`src/rtl/cache_pkg.sv`:
```
// Shared definitions for the cache controller's system-side path:
// bus direction encodings, default memory timing and the drain FSM states.
package cache_pkg;

    localparam logic READ  = 1'b1;
    localparam logic WRITE = 1'b0;

    localparam int DEFAULT_WAITSTATES = 2;

    typedef enum logic [2:0] {
        IDLE,
        WR_ISSUE,
        WR_WAIT,
        RD_ISSUE,
        RD_WAIT,
        RD_DONE
    } drainState_t;

endpackage

```
`src/rtl/sys_wait_counter.sv`:
```
// Loadable down-counter timing memory wait states; Carry marks the last wait
// cycle (count == 1) so the access can complete on that cycle.
module sys_wait_counter
    import cache_pkg::*;
#(
    parameter int WAITSTATES = DEFAULT_WAITSTATES
) (
    input  logic                               Clk,
    input  logic                               Reset,
    input  logic                               Load,
    input  logic [$clog2(WAITSTATES+1)-1:0]    LoadValue,
    output logic                               Carry
);

    localparam int CNT_W = $clog2(WAITSTATES + 1);

    logic [CNT_W-1:0] count;

    always_ff @(posedge Clk) begin
        if (Reset) begin
            count <= '0;
        end else if (Load) begin
            count <= LoadValue;
        end else if (count != '0) begin
            count <= count - CNT_W'(1);
        end
    end

    assign Carry = (count == CNT_W'(1));

endmodule

```
`src/rtl/sys_write_buffer.sv`:
```
// Posted write buffer: queues write-through stores with a one-cycle acknowledge
// and drains them to memory; reads wait for the queue to empty, then hit memory.
//
//   state    | meaning
//   ---------+----------------------------------------------------------
//   IDLE     | no access in flight; pick queued write first, else read
//   WR_ISSUE | SysStrobe for the head entry, wait counter loaded
//   WR_WAIT  | write held on the bus; pop head on the carry cycle
//   RD_ISSUE | SysStrobe for the pending controller read
//   RD_WAIT  | read held on the bus; capture SysDataIn on the carry cycle
//   RD_DONE  | CReady pulse returning the read data
module sys_write_buffer
    import cache_pkg::*;
#(
    parameter int ADDR_W     = 32,
    parameter int DATA_W     = 32,
    parameter int DEPTH      = 4,
    parameter int WAITSTATES = DEFAULT_WAITSTATES
) (
    input  logic                      Clk,
    input  logic                      Reset,
    input  logic                      CStrobe,
    input  logic                      CRW,
    input  logic [ADDR_W-1:0]         CAddr,
    input  logic [DATA_W-1:0]         CDataIn,
    output logic                      CReady,
    output logic [DATA_W-1:0]         CDataOut,
    output logic                      SysStrobe,
    output logic                      SysRW,
    output logic [ADDR_W-1:0]         SysAddr,
    output logic [DATA_W-1:0]         SysDataOut,
    output logic                      SysDataOE,
    input  logic [DATA_W-1:0]         SysDataIn,
    output logic                      BufEmpty,
    output logic [$clog2(DEPTH):0]    BufCount
);

    localparam int PTR_W = $clog2(DEPTH);
    localparam int CNT_W = $clog2(DEPTH) + 1;
    localparam int WC_W  = $clog2(WAITSTATES + 1);

    logic [ADDR_W-1:0] fifoAddr [DEPTH];
    logic [DATA_W-1:0] fifoData [DEPTH];
    logic [PTR_W-1:0]  wrPtr, rdPtr;
    logic [CNT_W-1:0]  count;

    drainState_t state, nextState;
    logic        writeAck;
    logic        writeAccept, readPending, pop;
    logic        waitLoad, waitCarry;

    // Registered count gates acceptance, so a same-cycle pop cannot make room.
    assign writeAccept = CStrobe && (CRW == WRITE) && !CReady && (count < CNT_W'(DEPTH));
    assign readPending = CStrobe && (CRW == READ) && !CReady;
    assign pop         = (state == WR_WAIT) && waitCarry;
    assign waitLoad    = (state == WR_ISSUE) || (state == RD_ISSUE);

    sys_wait_counter #(.WAITSTATES(WAITSTATES)) waitCounter (
        .Clk       (Clk),
        .Reset     (Reset),
        .Load      (waitLoad),
        .LoadValue (WC_W'(WAITSTATES)),
        .Carry     (waitCarry)
    );

    always_ff @(posedge Clk) begin
        if (writeAccept) begin
            fifoAddr[wrPtr] <= CAddr;
            fifoData[wrPtr] <= CDataIn;
        end
    end

    always_ff @(posedge Clk) begin
        if (Reset) begin
            wrPtr    <= '0;
            rdPtr    <= '0;
            count    <= '0;
            writeAck <= 1'b0;
        end else begin
            writeAck <= writeAccept;
            if (writeAccept) wrPtr <= wrPtr + PTR_W'(1);
            if (pop)         rdPtr <= rdPtr + PTR_W'(1);
            case ({writeAccept, pop})
                2'b10:   count <= count + CNT_W'(1);
                2'b01:   count <= count - CNT_W'(1);
                default: count <= count;
            endcase
        end
    end

    always_ff @(posedge Clk) begin
        if (Reset) begin
            state <= IDLE;
        end else begin
            state <= nextState;
        end
    end

    always_comb begin
        nextState = state;
        case (state)
            IDLE: begin
                if (count != '0) begin
                    nextState = WR_ISSUE;
                end else if (readPending) begin
                    nextState = RD_ISSUE;
                end
            end
            WR_ISSUE: nextState = WR_WAIT;
            WR_WAIT:  if (waitCarry) nextState = IDLE;
            RD_ISSUE: nextState = RD_WAIT;
            RD_WAIT:  if (waitCarry) nextState = RD_DONE;
            RD_DONE:  nextState = IDLE;
            default:  nextState = IDLE;
        endcase
    end

    // Bus fields are latched on the way into an issue state and held until the next access.
    always_ff @(posedge Clk) begin
        if (Reset) begin
            SysRW      <= READ;
            SysAddr    <= '0;
            SysDataOut <= '0;
            CDataOut   <= '0;
        end else begin
            if (state == IDLE && nextState == WR_ISSUE) begin
                SysRW      <= WRITE;
                SysAddr    <= fifoAddr[rdPtr];
                SysDataOut <= fifoData[rdPtr];
            end else if (state == IDLE && nextState == RD_ISSUE) begin
                SysRW   <= READ;
                SysAddr <= CAddr;
            end
            if (state == RD_WAIT && waitCarry) begin
                CDataOut <= SysDataIn;
            end
        end
    end

    assign SysStrobe = waitLoad;
    assign SysDataOE = (state == WR_ISSUE) || (state == WR_WAIT);
    assign CReady    = writeAck || (state == RD_DONE);
    assign BufEmpty  = (count == '0) && (state == IDLE);
    assign BufCount  = count;

endmodule
```
`config.mk`:
```
export PLATFORM = sky130hd
export DESIGN_NAME = sys_write_buffer
export DESIGN_NICKNAME = d
export VERILOG_FILES = /design/src/rtl/cache_pkg.sv /design/src/rtl/sys_wait_counter.sv /design/src/rtl/sys_write_buffer.sv
export SDC_FILE = /design/constraint.sdc
export NUM_CORES = 1
export LEC_CHECK = 0
export CAP_MARGIN = 20
export CORE_MARGIN = 10
export CORE_UTILIZATION = 54
export CTS_CLUSTER_SIZE = 10
export DETAILED_ROUTE_END_ITERATION = 7
export HOLD_SLACK_MARGIN = 0.15
export PLACE_DENSITY = 0.82
export SYNTH_ARGS = -nofsm -noshare
export SYNTH_HDL_FRONTEND = slang
export SYNTH_SLANG_ARGS = --single-unit
```
`constraint.sdc`:
```
create_clock -name Clk -period 3.63 [get_ports Clk]
set_input_delay 0.726 -clock Clk [delete_from_list [all_inputs] [get_ports Clk]]
set_output_delay 0.726 -clock Clk [all_outputs]
set_load 0.1 [all_outputs]
```
==> results.toml, run 1 <==
[job]
max_cap_viol_count = 0

[route]
wl_met1_um = 11600
met2WireLength_um = 15700
firstDrtPassIters = 5
post_drt_wl_per_cell_um = 20.9
ant_nets = 0
drtIter0Drc = 511
dr_wl_met3_um = 2390
num_vias = 8014
via_per_inst = 5.50
drt_wl_total_um = 30500
remaining_drc_errors = 0
top_layer_used = "met4"

[worst_setup_path]
cp.required_ps = 2900
max_stage_delay_ps = 1190
criticalPathCategory = "reg -> out"
critPathLaunchType = "register"
path_cells = "clkdlybuf4s50_1"
worst_path_max_delay_cell = "clkdlybuf4s50_1"
crit_buf_inv = 1
critical_path_peak_fanout = 6
worstPathArrival_ps = 2150
crit_family = "buffers and inverters"
end_kind = "output port"

[sta]
hold_violations = 0
tns_ps = 0
grt_setup_unrepaired = "no"
whs_ps = 448
relSlewSlack = 0.301
fmax_mhz = 348
tightest_slew_ps = 1040
fin_crit_ps = 2880
final-setup-viol-count = 0
fin_crit_sh = 0.792
slew_violations = 0
skew_ps = 11.7

[global_route]
antenna_found_initial = 3
grt_pass1_wl_um = 47100
overflow = 0
track_usage = 0.189
grt_max_degree = 64
first_global_vias = 8350

[yosys]
netlist_instances = 879
syn-num-nets = 985
synth_largest_area_cell = "edfxtp_1"
ys_top_cells_by_count = "edfxtp_1 (256), nand2_1 (162), dfxtp_1 (112)"
synth_compound_area_frac = 0.0655
synth_top_family_by_area = "multiplexers"
synth.area.mux_share = 0.106
yosysSeqAreaShare = 0.728
synth.most_common_cell = "edfxtp_1"
yosys.area_share.adder = 0.00606
synth_edf_count = 256
synth_top_area_share = 0.564
synth-simple-area-share = 0.0656
ys_ff_latch = 368
syn_area_mm2 = 0.0136
syn_area_per_cell_um2 = 15.5
yosysWarnings = 0
synth_area_leaders = "edfxtp_1 (56%), dfxtp_1 (16%), mux4_2 (11%), nand2_1 (4.5%), a21oi_1 (3.7%)"
synth_ff_type = "edfxtp_1"
synth_async_sr_flop_share = 0
synthXorXnorAreaFrac = 0.00321
synth_cell_types = 43

[cells_and_area]
fin_cells = 1457
nFillCells = 1637
fin_nets = 1197
multiInputGateArea_mm2 = 0.00338
synthToLayoutAreaGrowth_pct = 26.4
stdcell_area_mm2 = 0.0172
seq_area_mm2 = 0.00993
drive_gt1_frac = 0.137

[clock_network]
clock_latency_ps = 520
post_cts_buffers = 0
cts_buffers = 43
cts_max_path_buffers = 3
clock_sinks = 368
tritoncts = "yes"
post_cts_resized = 0
cts-root-buf = "clkbuf_16"
htreeDepth = 2
clkTransAtPathRegs_ps = 50
holdBufCountCts = 0

[place]
place_area_mm2 = 0.0160
gp_congestion = 0.787
placedCellCount = 1376
portBuffers = 203
post-dp-hpwl_um = 19600

[power]
power.total_w = 0.0101
leakagePower_nw = 5.54
power_density_mw_per_mm2 = 584
ir_worst_vdd_mv = 0.447

[floorplanning]
die_y_um = 179
rows = 58
ios = 204
dieWidth_um = 179
start_util = 0.544
dieArea_mm2 = 0.0320
core-area_mm2 = 0.0250

[outcome]
status = "complete, no violations"

[worst_hold_path]
hp-class = "reg -> reg"
==> flip-flops by register name, summed over array words and instances, names as in the netlist, 3 cells and up, named ones only <==
signal      flops
BufCount        3
fifoAddr      128
CDataOut       32
state           3
SysDataOut     32
SysAddr        32
fifoData      128
==> stage by stage <==
step / util / worst slack [ps]
after floorplan: - / 385
after global placement: 0.637 / 724
after detailed placement: 0.639 / 659
after CTS: 0.688 / 737
after global routing: 0.688 / 702
final: 0.688 / 755
==> metal layers <==
layer  global-route usage  up-vias
met2                0.323      262
li1                     -     3706
met4               0.0703        0
met1                0.232     3987
met3               0.0415       59
met5                    0        -
==> report_power, final <==
group	total [W]	switching [W]	internal (W)
Combinational	0.00157	0.00114	0.000428
Sequential	0.00473	0.0000828	0.00465
Clock	0.00377	0.00155	0.00222
==> path summary, 6_finish.rpt <==
kind | slack [ps] | from | depth (start not counted) | to
worst max-delay path | 750 | BufCount[2] | 1 | BufCount[2]
worst min-delay path | 450 | waitCounter.count[0] | 1 | waitCounter.count[0]
worst max register to register | 980 | state[1] | 8 | BufCount[2]
worst min register to register | 450 | waitCounter.count[0] | 1 | waitCounter.count[0]
==> final cells by class <==
cell class              count  share of cell area
diodes                      4            0.000581
clock buffers              73              0.0690
clock inverters             4             0.00203
inverters                   8             0.00174
multi-input cells         448               0.196
flip-flops and latches    368               0.577
well taps                 330              0.0240
repair buffers            222               0.130
==> cells in the final DEF (no fill, tap or decap), types with 2 or more instances in the layout <==
cell and n:
and2_4 4, mux4_2 64, ha_1 5, a211oi_1 14, or3_1 2, nor2b_1 2, or2_2 2, edfxtp_1 256
diode_2 4, dfxtp_1 108, o21ai_0 5, clkbuf_16 43, nor3_1 3, inv_1 8, nor2_1 27, nor3b_1 2
clkdlybuf4s50_1 196, buf_4 20, o21bai_1 17, inv_6 4, clkbuf_1 30, nand2_1 162, buf_12 4, a21oi_1 100
o21ai_1 14, xnor2_1 2, dfxtp_2 4, xor2_1 3
==> kinds of logic (layout without fill, tap and decap cells) <==
logic type | Yosys count | in the layout
flops | 368 | 368
simple gates | 215 | 215
compound gates | 157 | 157
mux | 65 | 65
buf+inv | 63 | 307
fa+ha+maj | 6 | 6
xor+xnor | 5 | 5
other cells | 0 | 4
Note: power is estimated with default switching activity, not from simulation.
==> run 2, diff against run 1 <==
==> constraint.sdc (replaced) <==
create_clock -name Clk -period 2.9 [get_ports Clk]
set_input_delay 0.58 -clock Clk [delete_from_list [all_inputs] [get_ports Clk]]
set_output_delay 0.58 -clock Clk [all_outputs]
set_load 0.1 [all_outputs]
==> results.toml, run 2 (synthesis gave the netlist of run 1 again) <==
[sta]
skew_ps = 11.4
tns_ps = 0
final-setup-viol-count = 0
grt_setup_unrepaired = "no"
finalWorstSetupSlack_ps = 319
fmax_mhz = 388
fin_crit_ps = 2580
relSlewSlack = 0.370
slew_violations = 0
tightest_slew_ps = 945
fin_crit_sh = 0.890
whs_ps = 349
hold_violations = 0

[power]
seqPwrFrac = 0.466
combPwrFrac = 0.154
p_int_w = 0.00922
leakagePower_nw = 5.80
power_density_mw_per_mm2 = 743
switching_share = 0.275
p_sw_w = 0.00350
ir_worst_vdd_mv = 0.609
clkPwrFrac = 0.381

[cells_and_area]
synthToLayoutAreaGrowth_pct = 25.7
seq_area_mm2 = 0.00993
reg_top3 = "fifoAddr x128, fifoData x128"
final_cell_mix = "edfxtp_1 (256), nand2_1 (162), buf_4 (120)"
drive_gt1_frac = 0.230
nFillCells = 1682
final_common_cell = "edfxtp_1"
post-route-util = 0.684
stdcell_area_mm2 = 0.0171
fin_nets = 1204
multiInputGateArea_mm2 = 0.00338

[place]
preCtsSetupSlack_ps = 196
place_area_mm2 = 0.0159
post-dp-hpwl_um = 19600
gp_congestion = 0.794
portBuffers = 203

[global_route]
antenna_found_initial = 2
grt_max_degree = 68
track_usage = 0.194
first_global_vias = 8365
grt_pass1_wl_um = 48000
overflow = 0

[worst_hold_path]
min-delay-start = "Reset"
hp-class = "in -> reg"

[clock_network]
post_cts_resized = 0
cts_max_path_buffers = 3
clock_sinks = 368
tritoncts = "yes"
cts-root-buf = "clkbuf_16"
clkTransAtPathRegs_ps = 60
clock_latency_ps = 530
htreeDepth = 2
post_cts_buffers = 0
cts_buffers = 43
holdBufCountCts = 0

[route]
ant_nets = 0
via_per_inst = 5.55
post_drt_wl_per_cell_um = 21.5
num_vias = 8115
drt_wl_total_um = 31500
drtIter0Drc = 526
firstDrtPassIters = 5
remaining_drc_errors = 0

[outcome]
status = "complete, no violations"

[worst_setup_path]
critical_path_peak_fanout = 8
criticalPathCategory = "reg -> reg"
path_cells = "or2b_1 > nor3b_1 > ha_1 > inv_1 > fa_1 > xor2_1 > or3_1 > a21oi_1"
reg2reg_from = "state[1]"
cp.required_ps = 3360
crit_start = "state[1]"
worstPathArrival_ps = 3040
end_kind = "register"
r2r_cells = 8
worst-r2r-setup-slack_ps = 320
r2r_end = "BufCount[2]"
worst_path_max_delay_cell = "nor3b_1"
max_stage_delay_ps = 490
critical_path.endpoint = "BufCount[2]"
critPathLaunchType = "register"

[floorplanning]
rows = 58
ios = 204
start_util = 0.544
die_y_um = 179
dieArea_mm2 = 0.0320
core-area_mm2 = 0.0250
dieWidth_um = 179

[job]
max_cap_viol_count = 0
==> run 2: cell types whose count changed in the layout (fill, tap and decap cells not counted), sizes merged <==
cell / delta
inv: -3
diode: -3
clkbuf: +1
buf: +105
clkinv: +2
clkdlybuf4s50: -98
==> run 2: final cells by class <==
class / instances / share of cell area
antenna: 1 / 0.000146
clock buffer: 74 / 0.0721
clock inverter: 3 / 0.00190
inverter: 8 / 0.00175
multi-input combinational: 448 / 0.197
sequential: 368 / 0.580
tap: 330 / 0.0241
timing repair buffer: 229 / 0.123
==> run 2: worst max-delay path: cells and delay by family, from the launching register on <==
kind	cells	cell delay (ps)
adder cells (fa/ha/maj)	2	650
AO/OA/AOI/OAI	1	150
XOR/XNOR	1	150
flip-flops	1	430
buffers and inverters	1	60
AND/OR/NAND/NOR	3	1070
==> run 2: how the worst min path moves through the flow <==
stage	endpoint	slack, ps	depth (start not counted)
after floorplan	waitCounter.count[0]	420	1
after global placement	waitCounter.count[0]	430	1
after detailed placement	waitCounter.count[0]	450	1
after CTS	CDataOut[21]	330	2
after global routing	CDataOut[23]	350	2
final	CDataOut[23]	350	2
==> run 2: metal layers <==
layer / global-route usage / share of wire / wire length [um]
met5: 0 / 0.00054 / 17
met4: 0.0592 / 0.018 / 553
met3: 0.0472 / 0.085 / 2670
met2: 0.326 / 0.50 / 15800
met1: 0.245 / 0.40 / 12500
==> run 2: per-stage QoR <==
step / total power [W] / std cells
detailed placement: 0.00799 / 1383
global route: 0.0131 / 1460
global placement: 0.00795 / 1383
finish: 0.0127 / 1461
floorplan: 0.00741 / 879
CTS: 0.0128 / 1460
==> run 2: power by group through the flow <==
stage | logic [W] | registers, W | clock network, W
after detailed placement | 0.00196 | 0.00603 | 0
after global routing | 0.00205 | 0.00594 | 0.00514
after floorplan | 0.000588 | 0.00682 | 0
final | 0.00196 | 0.00593 | 0.00485
after global placement | 0.00193 | 0.00602 | 0
after CTS | 0.00197 | 0.00593 | 0.00493
==> run 3, diff against run 2 <==
--- a/config.mk
+++ b/config.mk
@@ -12,6 +12,7 @@
 export DETAILED_ROUTE_END_ITERATION = 7
 export HOLD_SLACK_MARGIN = 0.15
 export PLACE_DENSITY = 0.82
+export RECOVER_POWER = 25
 export SYNTH_ARGS = -nofsm -noshare
 export SYNTH_HDL_FRONTEND = slang
 export SYNTH_SLANG_ARGS = --single-unit
==> results.toml, run 3 (synthesis gave the netlist of run 1 again) <==
[cells_and_area]
reg_top3 = "fifoAddr x128, fifoData x128"
synthToLayoutAreaGrowth_pct = 25.7
final_common_cell = "edfxtp_1"
fin_nets = 1204
drive_gt1_frac = 0.230
final_cell_mix = "edfxtp_1 (256), nand2_1 (162), buf_4 (120)"

[global_route]
met3_usage = 0.0472
antenna_found_initial = 8
overflow = 0
use_met2 = 0.326
first_global_vias = 8365
busiest_layer = "met2"
grt_max_degree = 68
use_met1 = 0.245
track_usage = 0.194
grt_pass1_wl_um = 48000

[clock_network]
htreeDepth = 2
holdBufCountCts = 0
cts-root-buf = "clkbuf_16"
clock_latency_ps = 530
cts_buffers = 43
clock_sinks = 368
post_cts_buffers = 0
clkTransAtPathRegs_ps = 60
cts_max_path_buffers = 3
tritoncts = "yes"
post_cts_resized = 0

[sta]
hold_violations = 0
skew_ps = 11.0
tns_ps = 0
fin_crit_ps = 2590
tightest_slew_ps = 944
grt_setup_unrepaired = "no"
relSlewSlack = 0.371
fmax_mhz = 387
final-setup-viol-count = 0
slew_violations = 0
fin_crit_sh = 0.892

[floorplanning]
rows = 58
dieWidth_um = 179
dieArea_mm2 = 0.0320
core-area_mm2 = 0.0250
start_util = 0.544
ios = 204
die_y_um = 179

[route]
drt_wl_total_um = 31400
num_vias = 8153
post_drt_wl_per_cell_um = 21.4
remaining_drc_errors = 0
ant_nets = 0
via_per_inst = 5.57
drtIter0Drc = 510
firstDrtPassIters = 4

[power]
ir_worst_vdd_mv = 0.611
power.total_w = 0.0127
power_density_mw_per_mm2 = 741
leakagePower_nw = 5.81

[worst_setup_path]
crit_start = "state[1]"
critPathLaunchType = "register"
worstPathArrival_ps = 3040
criticalPathCategory = "reg -> reg"
end_kind = "register"
cp.required_ps = 3360
critical_path_peak_fanout = 8
reg2reg_from = "state[1]"

[place]
gp_congestion = 0.794
post-dp-hpwl_um = 19600
portBuffers = 203

[outcome]
status = "complete, no violations"

[job]
max_cap_viol_count = 0

[worst_hold_path]
hp-class = "in -> reg"
min-delay-start = "Reset"
[run 3: cell types whose count changed in the layout (fill, tap and decap cells not counted)]
cell             delta
diode_2             +4
dlygate4sd3_1      +47
clkdlybuf4s50_1    -47
[run 3: critical path: stages (launching register included)]
cell and delay [ps]:
dfxtp_1 420, or2b_1 280, nor3b_1 500, ha_1 290
inv_1 60, fa_1 370, xor2_1 150, or3_1 300
a21oi_1 150
[run 3: final timing paths]
check	depth (start not counted)	slack [ps]	endpoint
max	8	310	BufCount[2]
min	2	350	CDataOut[23]
max reg2reg	8	310	BufCount[2]
min reg2reg	1	450	waitCounter.count[0]
[run 3: per-stage QoR]
| stage | instance area, um^2 | util | setup WS [ps] | cells | hold slack (ps) |
|---|---|---|---|---|---|
| after global placement | 15900 | 0.633 | 235 | 1383 | 426 |
| after CTS | 17100 | 0.684 | 308 | 1460 | 326 |
| final | 17100 | 0.685 | 314 | 1465 | 348 |
| after floorplan | 13600 | - | 147 | 879 | 416 |
| after detailed placement | 15900 | 0.633 | 196 | 1383 | 446 |
| after global routing | 17100 | 0.684 | 87.0 | 1463 | 353 |
[run 3: power by group]
group / internal (W) / total [W] / switching [W]
sequential: 0.00582 / 0.00593 / 0.000104
combinational: 0.000503 / 0.00194 / 0.00144
clock: 0.00289 / 0.00484 / 0.00196
total: 0.00921 / 0.0127 / 0.00350
[run 3: layout make-up]
cell class	count	area [um^2]
Fill cell	1685	7900
Sequential cell	368	9930
Clock buffer	74	1230
Timing Repair Buffer	229	2100
Antenna cell	5	12.5
Multi-Input combinational cell	448	3380
Clock inverter	3	32.5
Tap cell	330	413
Inverter	8	30.0
[run 3: layer usage]
metal	wire length (um)	part of all wire
met1	12300	0.39
met2	15800	0.50
met3	2730	0.087
met4	581	0.019
met5	31	0.00099
